### src/rtl/spi_agc_slave.sv
// SPI register slave for AGC control: mode/channel, two gains, read-only status.
// Define SPI_AGC_ERRCNT_EN to add a saturating frame-abort counter at address 6.
`timescale 1ns/1ps
module spi_agc_slave #(
  parameter logic [7:0]  GAIN_RST    = 8'h40,
  parameter int unsigned SYNC_STAGES = 2
) (
  input  logic       spi_clk,
  input  logic       reg_reset,
  input  logic       sclk,
  input  logic       spi_cs,
  input  logic       spi_mosi,
  output logic       spi_miso,
  output logic       miso_oe,
  output logic [1:0] control_mode,
  output logic       channel,
  output logic [7:0] gain_a,
  output logic [7:0] gain_b,
  input  logic [7:0] status_in,
  output logic       wr_strobe,
  output logic [2:0] wr_addr,
  output logic       busy
);

  localparam int unsigned SW = SYNC_STAGES;

  typedef enum logic [1:0] {IDLE, CMD, DATA, DONE} state_t;

  state_t        state_q, state_d;
  logic [SW-1:0] sclk_sync_q, sclk_sync_d;
  logic [SW-1:0] cs_sync_q, cs_sync_d;
  logic [SW-1:0] mosi_sync_q, mosi_sync_d;
  logic [SW-1:0] vld_q, vld_d;
  logic          sclk_prev_q, sclk_prev_d;
  logic          armed_q, armed_d;
  logic [3:0]    cnt_q, cnt_d;
  logic [7:0]    shreg_q, shreg_d;
  logic          rd_q, rd_d;
  logic [2:0]    addr_q, addr_d;
  logic [2:0]    reg0_q, reg0_d;
  logic [7:0]    gain_a_q, gain_a_d;
  logic [7:0]    gain_b_q, gain_b_d;
  logic          miso_q, miso_d;
  logic          oe_q, oe_d;
  logic          wr_strobe_q, wr_strobe_d;
  logic [2:0]    wr_addr_q, wr_addr_d;
  logic          busy_q, busy_d;
`ifdef SPI_AGC_ERRCNT_EN
  logic [7:0]    errcnt_q, errcnt_d;
  logic          abort_c;
`endif

  logic       sclk_s, cs_s, mosi_s, sclk_rise_c, sclk_fall_c;
  logic [2:0] cmd_addr_c;
  logic [7:0] wdata_c, rd_data_c;

  assign sclk_s      = sclk_sync_q[SW-1];
  assign cs_s        = cs_sync_q[SW-1];
  assign mosi_s      = mosi_sync_q[SW-1];
  assign sclk_rise_c = sclk_s & ~sclk_prev_q;
  assign sclk_fall_c = ~sclk_s & sclk_prev_q;
  assign cmd_addr_c  = {shreg_q[1:0], mosi_s};
  assign wdata_c     = {shreg_q[6:0], mosi_s};
`ifdef SPI_AGC_ERRCNT_EN
  assign abort_c     = ((state_q == CMD) || (state_q == DATA)) && cs_s;
`endif

  // Read-back mux, evaluated on the address completing at the 8th command bit
  always_comb begin
    case (cmd_addr_c)
      3'd0:    rd_data_c = {5'b0, reg0_q};
      3'd1:    rd_data_c = gain_a_q;
      3'd2:    rd_data_c = gain_b_q;
`ifdef SPI_AGC_ERRCNT_EN
      3'd6:    rd_data_c = errcnt_q;
`endif
      3'd7:    rd_data_c = status_in;
      default: rd_data_c = 8'h00;
    endcase
  end

  always_comb begin
    state_d     = state_q;
    sclk_sync_d = {sclk_sync_q[SW-2:0], sclk};
    cs_sync_d   = {cs_sync_q[SW-2:0], spi_cs};
    mosi_sync_d = {mosi_sync_q[SW-2:0], spi_mosi};
    vld_d       = {vld_q[SW-2:0], 1'b1};
    sclk_prev_d = sclk_s;
    // Only a chip select seen high after the synchronizers refill can arm a frame
    armed_d     = armed_q | (vld_q[SW-1] & cs_s);
    cnt_d       = cnt_q;
    shreg_d     = shreg_q;
    rd_d        = rd_q;
    addr_d      = addr_q;
    reg0_d      = reg0_q;
    gain_a_d    = gain_a_q;
    gain_b_d    = gain_b_q;
    miso_d      = miso_q;
    oe_d        = oe_q;
    wr_strobe_d = 1'b0;
    wr_addr_d   = wr_addr_q;
`ifdef SPI_AGC_ERRCNT_EN
    errcnt_d    = errcnt_q;
`endif

    case (state_q)
      IDLE: begin
        cnt_d = 4'd0;
        if (armed_q && !cs_s) state_d = CMD;
      end
      CMD: begin
        if (cs_s) begin
          state_d = IDLE;
        end else if (sclk_rise_c) begin
          shreg_d = wdata_c;
          cnt_d   = cnt_q + 4'd1;
          if (cnt_q == 4'd7) begin
            rd_d    = shreg_q[6];
            addr_d  = cmd_addr_c;
            shreg_d = rd_data_c;
            state_d = DATA;
          end
        end
      end
      DATA: begin
        if (cs_s) begin
          state_d = IDLE;
        end else if (sclk_rise_c) begin
          shreg_d = wdata_c;
          cnt_d   = cnt_q + 4'd1;
          if (rd_q) begin
            miso_d = shreg_q[7];
            oe_d   = 1'b1;
          end
          if (cnt_q == 4'd15) begin
            state_d = DONE;
            if (!rd_q) begin
              wr_addr_d = addr_q;
              case (addr_q)
                3'd0: begin reg0_d   = wdata_c[2:0]; wr_strobe_d = 1'b1; end
                3'd1: begin gain_a_d = wdata_c;      wr_strobe_d = 1'b1; end
                3'd2: begin gain_b_d = wdata_c;      wr_strobe_d = 1'b1; end
`ifdef SPI_AGC_ERRCNT_EN
                3'd6: begin errcnt_d = 8'h00;        wr_strobe_d = 1'b1; end
`endif
                default: wr_addr_d = wr_addr_q;
              endcase
            end
          end
        end
      end
      DONE: begin
        if (cs_s) state_d = IDLE;
      end
      default: state_d = IDLE;
    endcase

    // Bit 0 stays on the line until the master's falling edge after the 16th bit
    if ((state_d == IDLE) || ((state_q == DONE) && sclk_fall_c)) begin
      miso_d = 1'b0;
      oe_d   = 1'b0;
    end

`ifdef SPI_AGC_ERRCNT_EN
    if (abort_c && (errcnt_q != 8'hFF)) errcnt_d = errcnt_q + 8'd1;
`endif

    busy_d = (state_d != IDLE);
  end

  always_ff @(posedge spi_clk or posedge reg_reset) begin
    if (reg_reset) begin
      state_q     <= IDLE;
      sclk_sync_q <= '0;
      cs_sync_q   <= '1;
      mosi_sync_q <= '0;
      vld_q       <= '0;
      sclk_prev_q <= 1'b0;
      armed_q     <= 1'b0;
      cnt_q       <= 4'd0;
      shreg_q     <= 8'h00;
      rd_q        <= 1'b0;
      addr_q      <= 3'd0;
      reg0_q      <= 3'd0;
      gain_a_q    <= GAIN_RST;
      gain_b_q    <= GAIN_RST;
      miso_q      <= 1'b0;
      oe_q        <= 1'b0;
      wr_strobe_q <= 1'b0;
      wr_addr_q   <= 3'd0;
      busy_q      <= 1'b0;
`ifdef SPI_AGC_ERRCNT_EN
      errcnt_q    <= 8'h00;
`endif
    end else begin
      state_q     <= state_d;
      sclk_sync_q <= sclk_sync_d;
      cs_sync_q   <= cs_sync_d;
      mosi_sync_q <= mosi_sync_d;
      vld_q       <= vld_d;
      sclk_prev_q <= sclk_prev_d;
      armed_q     <= armed_d;
      cnt_q       <= cnt_d;
      shreg_q     <= shreg_d;
      rd_q        <= rd_d;
      addr_q      <= addr_d;
      reg0_q      <= reg0_d;
      gain_a_q    <= gain_a_d;
      gain_b_q    <= gain_b_d;
      miso_q      <= miso_d;
      oe_q        <= oe_d;
      wr_strobe_q <= wr_strobe_d;
      wr_addr_q   <= wr_addr_d;
      busy_q      <= busy_d;
`ifdef SPI_AGC_ERRCNT_EN
      errcnt_q    <= errcnt_d;
`endif
    end
  end

  assign spi_miso     = miso_q;
  assign miso_oe      = oe_q;
  assign control_mode = reg0_q[1:0];
  assign channel      = reg0_q[2];
  assign gain_a       = gain_a_q;
  assign gain_b       = gain_b_q;
  assign wr_strobe    = wr_strobe_q;
  assign wr_addr      = wr_addr_q;
  assign busy         = busy_q;

endmodule

### config.mk
export PLATFORM = sky130hd
export DESIGN_NAME = spi_agc_slave
export DESIGN_NICKNAME = d
export VERILOG_FILES = /design/src/rtl/spi_agc_slave.sv
export SDC_FILE = /design/constraint.sdc
export NUM_CORES = 1
export LEC_CHECK = 0
export BUFFER_PORTS_ARGS = -buffer_cell sky130_fd_sc_hd__buf_2
export CAP_MARGIN = 20
export CORE_AREA = 2 2 92 94
export DETAILED_ROUTE_END_ITERATION = 6
export DIE_AREA = 0 0 94 96
export GPL_TIMING_DRIVEN = 1
export RECOVER_POWER = 50
export SLEW_MARGIN = 20
export SYNTH_ARGS = -nofsm -noshare
export SYNTH_HDL_FRONTEND = slang
export SYNTH_SLANG_ARGS = --single-unit
export TNS_END_PERCENT = 10
### constraint.sdc
create_clock -name spi_clk -period 6.6 [get_ports spi_clk]
set_clock_uncertainty 0.05 [all_clocks]
set_input_delay 1.65 -clock spi_clk [delete_from_list [all_inputs] [get_ports spi_clk]]
set_output_delay 1.65 -clock spi_clk [all_outputs]
set_load 0.1 [all_outputs]
==> results.txt <==
* Count of input and output buffers: 38
- Counting every net in the synthesized netlist gives approximately 240.
- TNS Setup: 0 ps
* Cells after synthesis: approximately 220
* Post-DR vias/cell: roughly 4.9
- Cell leakage power: about 0.0015 uW
- For this design the total switching power over the nets is approximately 250 uW.
- Crit path kind: in -> async
* Most instantiated flip-flop cell in the synthesis netlist: sky130_fd_sc_hd__dfrtp_1
- Pre-antenna DRT Iters: 4
* GRT Overall Usage: about an eighth
- Final core utilization: a little under two fifths
- Setup violations remaining at the end of the flow were counted as 0.
* Routability congestion estimate from global placement: a little under 0.8
- Power per unit of standard cell area: ~270 nW/um^2
- Number of nets in the finished design: approximately 270
* Min Hold Slack: just over 300 ps
* Flip-flop and latch count after synthesis: 54
- Row count: 33
* Total congestion overflow: 0
* Cell Count Post-Placement: approximately 350
- The die is ~96 um tall.
- The worst hold path belongs to the class reg -> reg.
- The number of global-route vias before repair is 1618.
* Placed wire-length estimate after detailed placement: approximately 3.6 mm
- Relative slew margins: -91.6%
* Hold violation total from the final report: 0
- Summing the areas of all fa, ha and maj instances in the mapped netlist gives around 2.4% of the synthesized area.
* First-pass GRT wire length: 8.54 mm
- In this run the number of H-tree levels came out at 2.
- Yosys cell types: 46
- The core region is ~8100 um^2.
- Of the available clock period, the critical path in the final layout requires about 62%.
- In this run, the combinational gates consume between 10% and 20% of the power.
- Cell area after layout: between 2000 and 3000 um^2
- Across the VDD grid, the largest voltage drop is between 80 and 90 uV.
* Number of enable flip-flop cells after synthesis: 0
- Share of synthesized area occupied by flip-flops and latches: between 50% and 60%
- Number of sinks on the clock net: 54
* Area Overhead vs Synth: 14.6%
- Number of top-level pins: 39
- Count of hold buffers inserted by post-cts repair: 0
- Clock-pin slew of the registers on the worst-case setup and hold paths: 90 ps
- In this run, flip-flops and latches consume between 50% and 60% of the power.
- Per report_power, the clock group accounts for just under 30% of the total.
* Cells resized by post-CTS repair: 0
* Antenna cell count: 0
- Initial DRC Count: 96
- The flow ran to the end, but the final reports show violations.
- Die Outline Area: approximately 9000 um^2
- In the routed design, unresolved DRC markers number 0.
* Final Routed Wirelength: 5.30 mm
* Die Width: roughly 94 um
* Placement-stage cell area: 2850 um^2
- At the later pin of the worst-skew pair, clock insertion delay measures 310 ps.
* Combinational family with the most area after synthesis: multiplexers
* Arrival time of data at the critical path endpoint: around 3800 ps
- Time the final worst path needs with I/O delays and setup: slightly above 4000 ps
* Clock tree from TritonCTS: done
- During synthesis, Yosys emitted a total of 0 warnings.
* Count of placed standard cells in the final layout, fillers left out: 362
- Antenna violations before repair: 0
* Violated checks: max-capacitance violations, max-slew violations
- Of the cells placed in the final design, the portion with a size suffix greater than 1 is 26.8%.
* Antenna-violating nets left: 0
- Measured slew at the worst slew-check pin: about 2900 ps
* WP data required: 6350 ps
- The max-slew violation total from the final report is 55.
- The initial utilization of the core area, before any placement, comes to roughly 32%.
- Max Buffers Root-to-Sink: 2
- Across all layers, the routed design uses about 1800 vias.
* Multiplexer fraction of the synthesized cell area: about 14%
- Mean area per synthesized cell: approximately 12 um^2
- Cell chosen for the clock root: sky130_fd_sc_hd__clkbuf_8
* Kind of capture point of the worst setup path: async pin
* Top fanout value on the critical path: between 50 and 60
* Delay of the slowest cell on the worst path: around 2000 ps
- Unrepaired setup endpoints after global routing: no
* Slowest stage cell on the critical path: sky130_fd_sc_hd__clkbuf_1
- Asr flop ratio synth: 100%
* Number of buffers inserted to repair setup after CTS: 0
- In the final routed layout, each cell accounts on average for between 10 and 15 um.
- Of the total synthesized cell area, the portion taken by XOR and XNOR cells is 0%.
- Largest net degree at the start of global routing: 55
- Cell Area, Synth: 2580 um^2
* Type of origin of the critical path: input pin
* Internal Power: around 530 uW
- Timing would allow up to about 240 MHz.
* Compound-gate portion of the synthesized area: roughly an eighth
* Post-synthesis share of cell area spent on and, or, nand and nor gates: around 14%
* Switching Share: between 30% and 40%
- The critical path goes through buf_2, inv_1, clkbuf_1.
- Across the run, the number of max-cap violations was 1.
* Number of buffers inserted during clock tree synthesis: 5
[cell usage in the layout (no fill, tap or decap), types with 2 or more instances in the layout]
master / count
sky130_fd_sc_hd__a21oi_1: 20
sky130_fd_sc_hd__clkbuf_8: 6
sky130_fd_sc_hd__nor4bb_1: 2
sky130_fd_sc_hd__ha_1: 5
sky130_fd_sc_hd__mux2_1: 3
sky130_fd_sc_hd__nand3_1: 4
sky130_fd_sc_hd__clkbuf_1: 2
sky130_fd_sc_hd__nand2b_1: 2
sky130_fd_sc_hd__nand4_1: 3
sky130_fd_sc_hd__a31oi_1: 2
sky130_fd_sc_hd__o21ai_0: 6
sky130_fd_sc_hd__mux2_4: 16
sky130_fd_sc_hd__nor2_1: 12
sky130_fd_sc_hd__a21bo_1: 2
sky130_fd_sc_hd__nand3b_1: 10
sky130_fd_sc_hd__nand2_1: 6
sky130_fd_sc_hd__mux2_2: 4
sky130_fd_sc_hd__dfstp_2: 3
sky130_fd_sc_hd__a22oi_1: 2
sky130_fd_sc_hd__nor3_1: 3
sky130_fd_sc_hd__and2_1: 6
sky130_fd_sc_hd__mux2i_1: 5
sky130_fd_sc_hd__a21o_1: 4
sky130_fd_sc_hd__o21ai_1: 9
sky130_fd_sc_hd__and3_1: 3
sky130_fd_sc_hd__dfrtp_1: 50
sky130_fd_sc_hd__buf_2: 38
sky130_fd_sc_hd__inv_1: 8
sky130_fd_sc_hd__or3b_1: 2
[state kept, by name, indices dropped and copies added, names as in the netlist]
register,count
addr_q,3
armed_q,1
busy,1
cnt_q,4
cs_sync_q,2
gain_a,8
gain_b,8
miso_oe,1
mosi_sync_q,2
rd_q,1
reg0_q,3
sclk_prev_q,1
sclk_sync_q,2
shreg_q,8
spi_miso,1
state_q,2
vld_q,2
wr_addr,3
wr_strobe,1
[synth_stat cells (2+ instances only)]
cell type	number	share of area, %
sky130_fd_sc_hd__nand3_1	4	0.78
sky130_fd_sc_hd__a21o_1	4	1.2
sky130_fd_sc_hd__nand2_1	6	0.87
sky130_fd_sc_hd__a21bo_1	2	0.78
sky130_fd_sc_hd__o21ai_0	4	0.78
sky130_fd_sc_hd__ha_1	5	2.4
sky130_fd_sc_hd__nor4bb_1	2	0.78
sky130_fd_sc_hd__o21ai_1	11	2.1
sky130_fd_sc_hd__nor3_1	3	0.58
sky130_fd_sc_hd__clkbuf_1	11	1.6
sky130_fd_sc_hd__mux2_2	4	1.7
sky130_fd_sc_hd__a31oi_1	2	0.49
sky130_fd_sc_hd__nand4_1	3	0.73
sky130_fd_sc_hd__and2_1	6	1.5
sky130_fd_sc_hd__nand3b_1	10	2.9
sky130_fd_sc_hd__dfrtp_1	50	49
sky130_fd_sc_hd__a21oi_1	20	3.9
sky130_fd_sc_hd__mux2i_1	5	1.9
sky130_fd_sc_hd__dfstp_2	4	4.1
sky130_fd_sc_hd__mux2_4	16	9.3
sky130_fd_sc_hd__mux2_1	3	1.3
sky130_fd_sc_hd__and3_1	3	0.73
sky130_fd_sc_hd__a22oi_1	2	0.58
sky130_fd_sc_hd__nor2_1	12	1.7
sky130_fd_sc_hd__or3b_1	2	0.68
sky130_fd_sc_hd__nand2b_1	2	0.49
sky130_fd_sc_hd__inv_1	8	1.2
[worst max-delay path, delay by kind of cell]
family	cells	cell delay [ps]
buffers and inverters	3	2150
[per-layer routing]
| metal | global-route usage [%] | up-vias | share of wire (%) |
|---|---|---|---|
| li1 | - | 857 | - |
| met1 | 18.9 | 866 | 53 |
| met2 | 16.7 | 36 | 42 |
| met3 | 2.66 | 6 | 3.7 |
| met4 | 4.71 | 0 | 1.5 |
| met5 | 0 | - | 0 |
[kinds of logic after synthesis]
group	count (synthesis)
adder cells (fa/ha/maj)	5
flip-flops	54
multiplexers	28
AND/OR/NAND/NOR	60
buffers and inverters	21
AO/OA/AOI/OAI	54
other	1
[cell type report]
type	instances	area, um^2
fill	822	5100
sequential	54	1360
multi-input combinational	148	1130
timing repair buffer	39	194
tap	105	131
clock buffer	7	86.3
clock inverter	1	30.0
inverter	8	30.0
[power by group through the flow]
stage | Combinational (uW) | Sequential (uW) | Clock, uW
final | 139 | 419 | 229
after CTS | 139 | 419 | 239
after floorplan | 119 | 407 | 0
after detailed placement | 139 | 426 | 0
after global placement | 135 | 424 | 0
after global routing | 156 | 426 | 249
[path summary, 6_finish.rpt]
kind	slack, ps	depth (start not counted)	end	from
min reg2reg	310	0	sclk_sync_q[1]	sclk_sync_q[0]
max reg2reg	3560	4	gain_b[7]	cs_sync_q[1]
min	310	0	sclk_sync_q[1]	sclk_sync_q[0]
max	2510	3	shreg_q[7]	reg_reset
max in group spi_clk	3560	4	gain_b[7]	cs_sync_q[1]
min in group asynchronous	2360	3	sclk_sync_q[0]	reg_reset
[per-stage QoR]
| stage | setup slack [ps] | power (uW) |
|---|---|---|
| floorplan | 3590 | 526 |
| global placement | 3970 | 559 |
| detailed placement | 3950 | 565 |
| CTS | 3600 | 798 |
| global route | 1930 | 831 |
| finish | 2510 | 787 |
No activity file was read; power rests on OpenSTA's default activity.
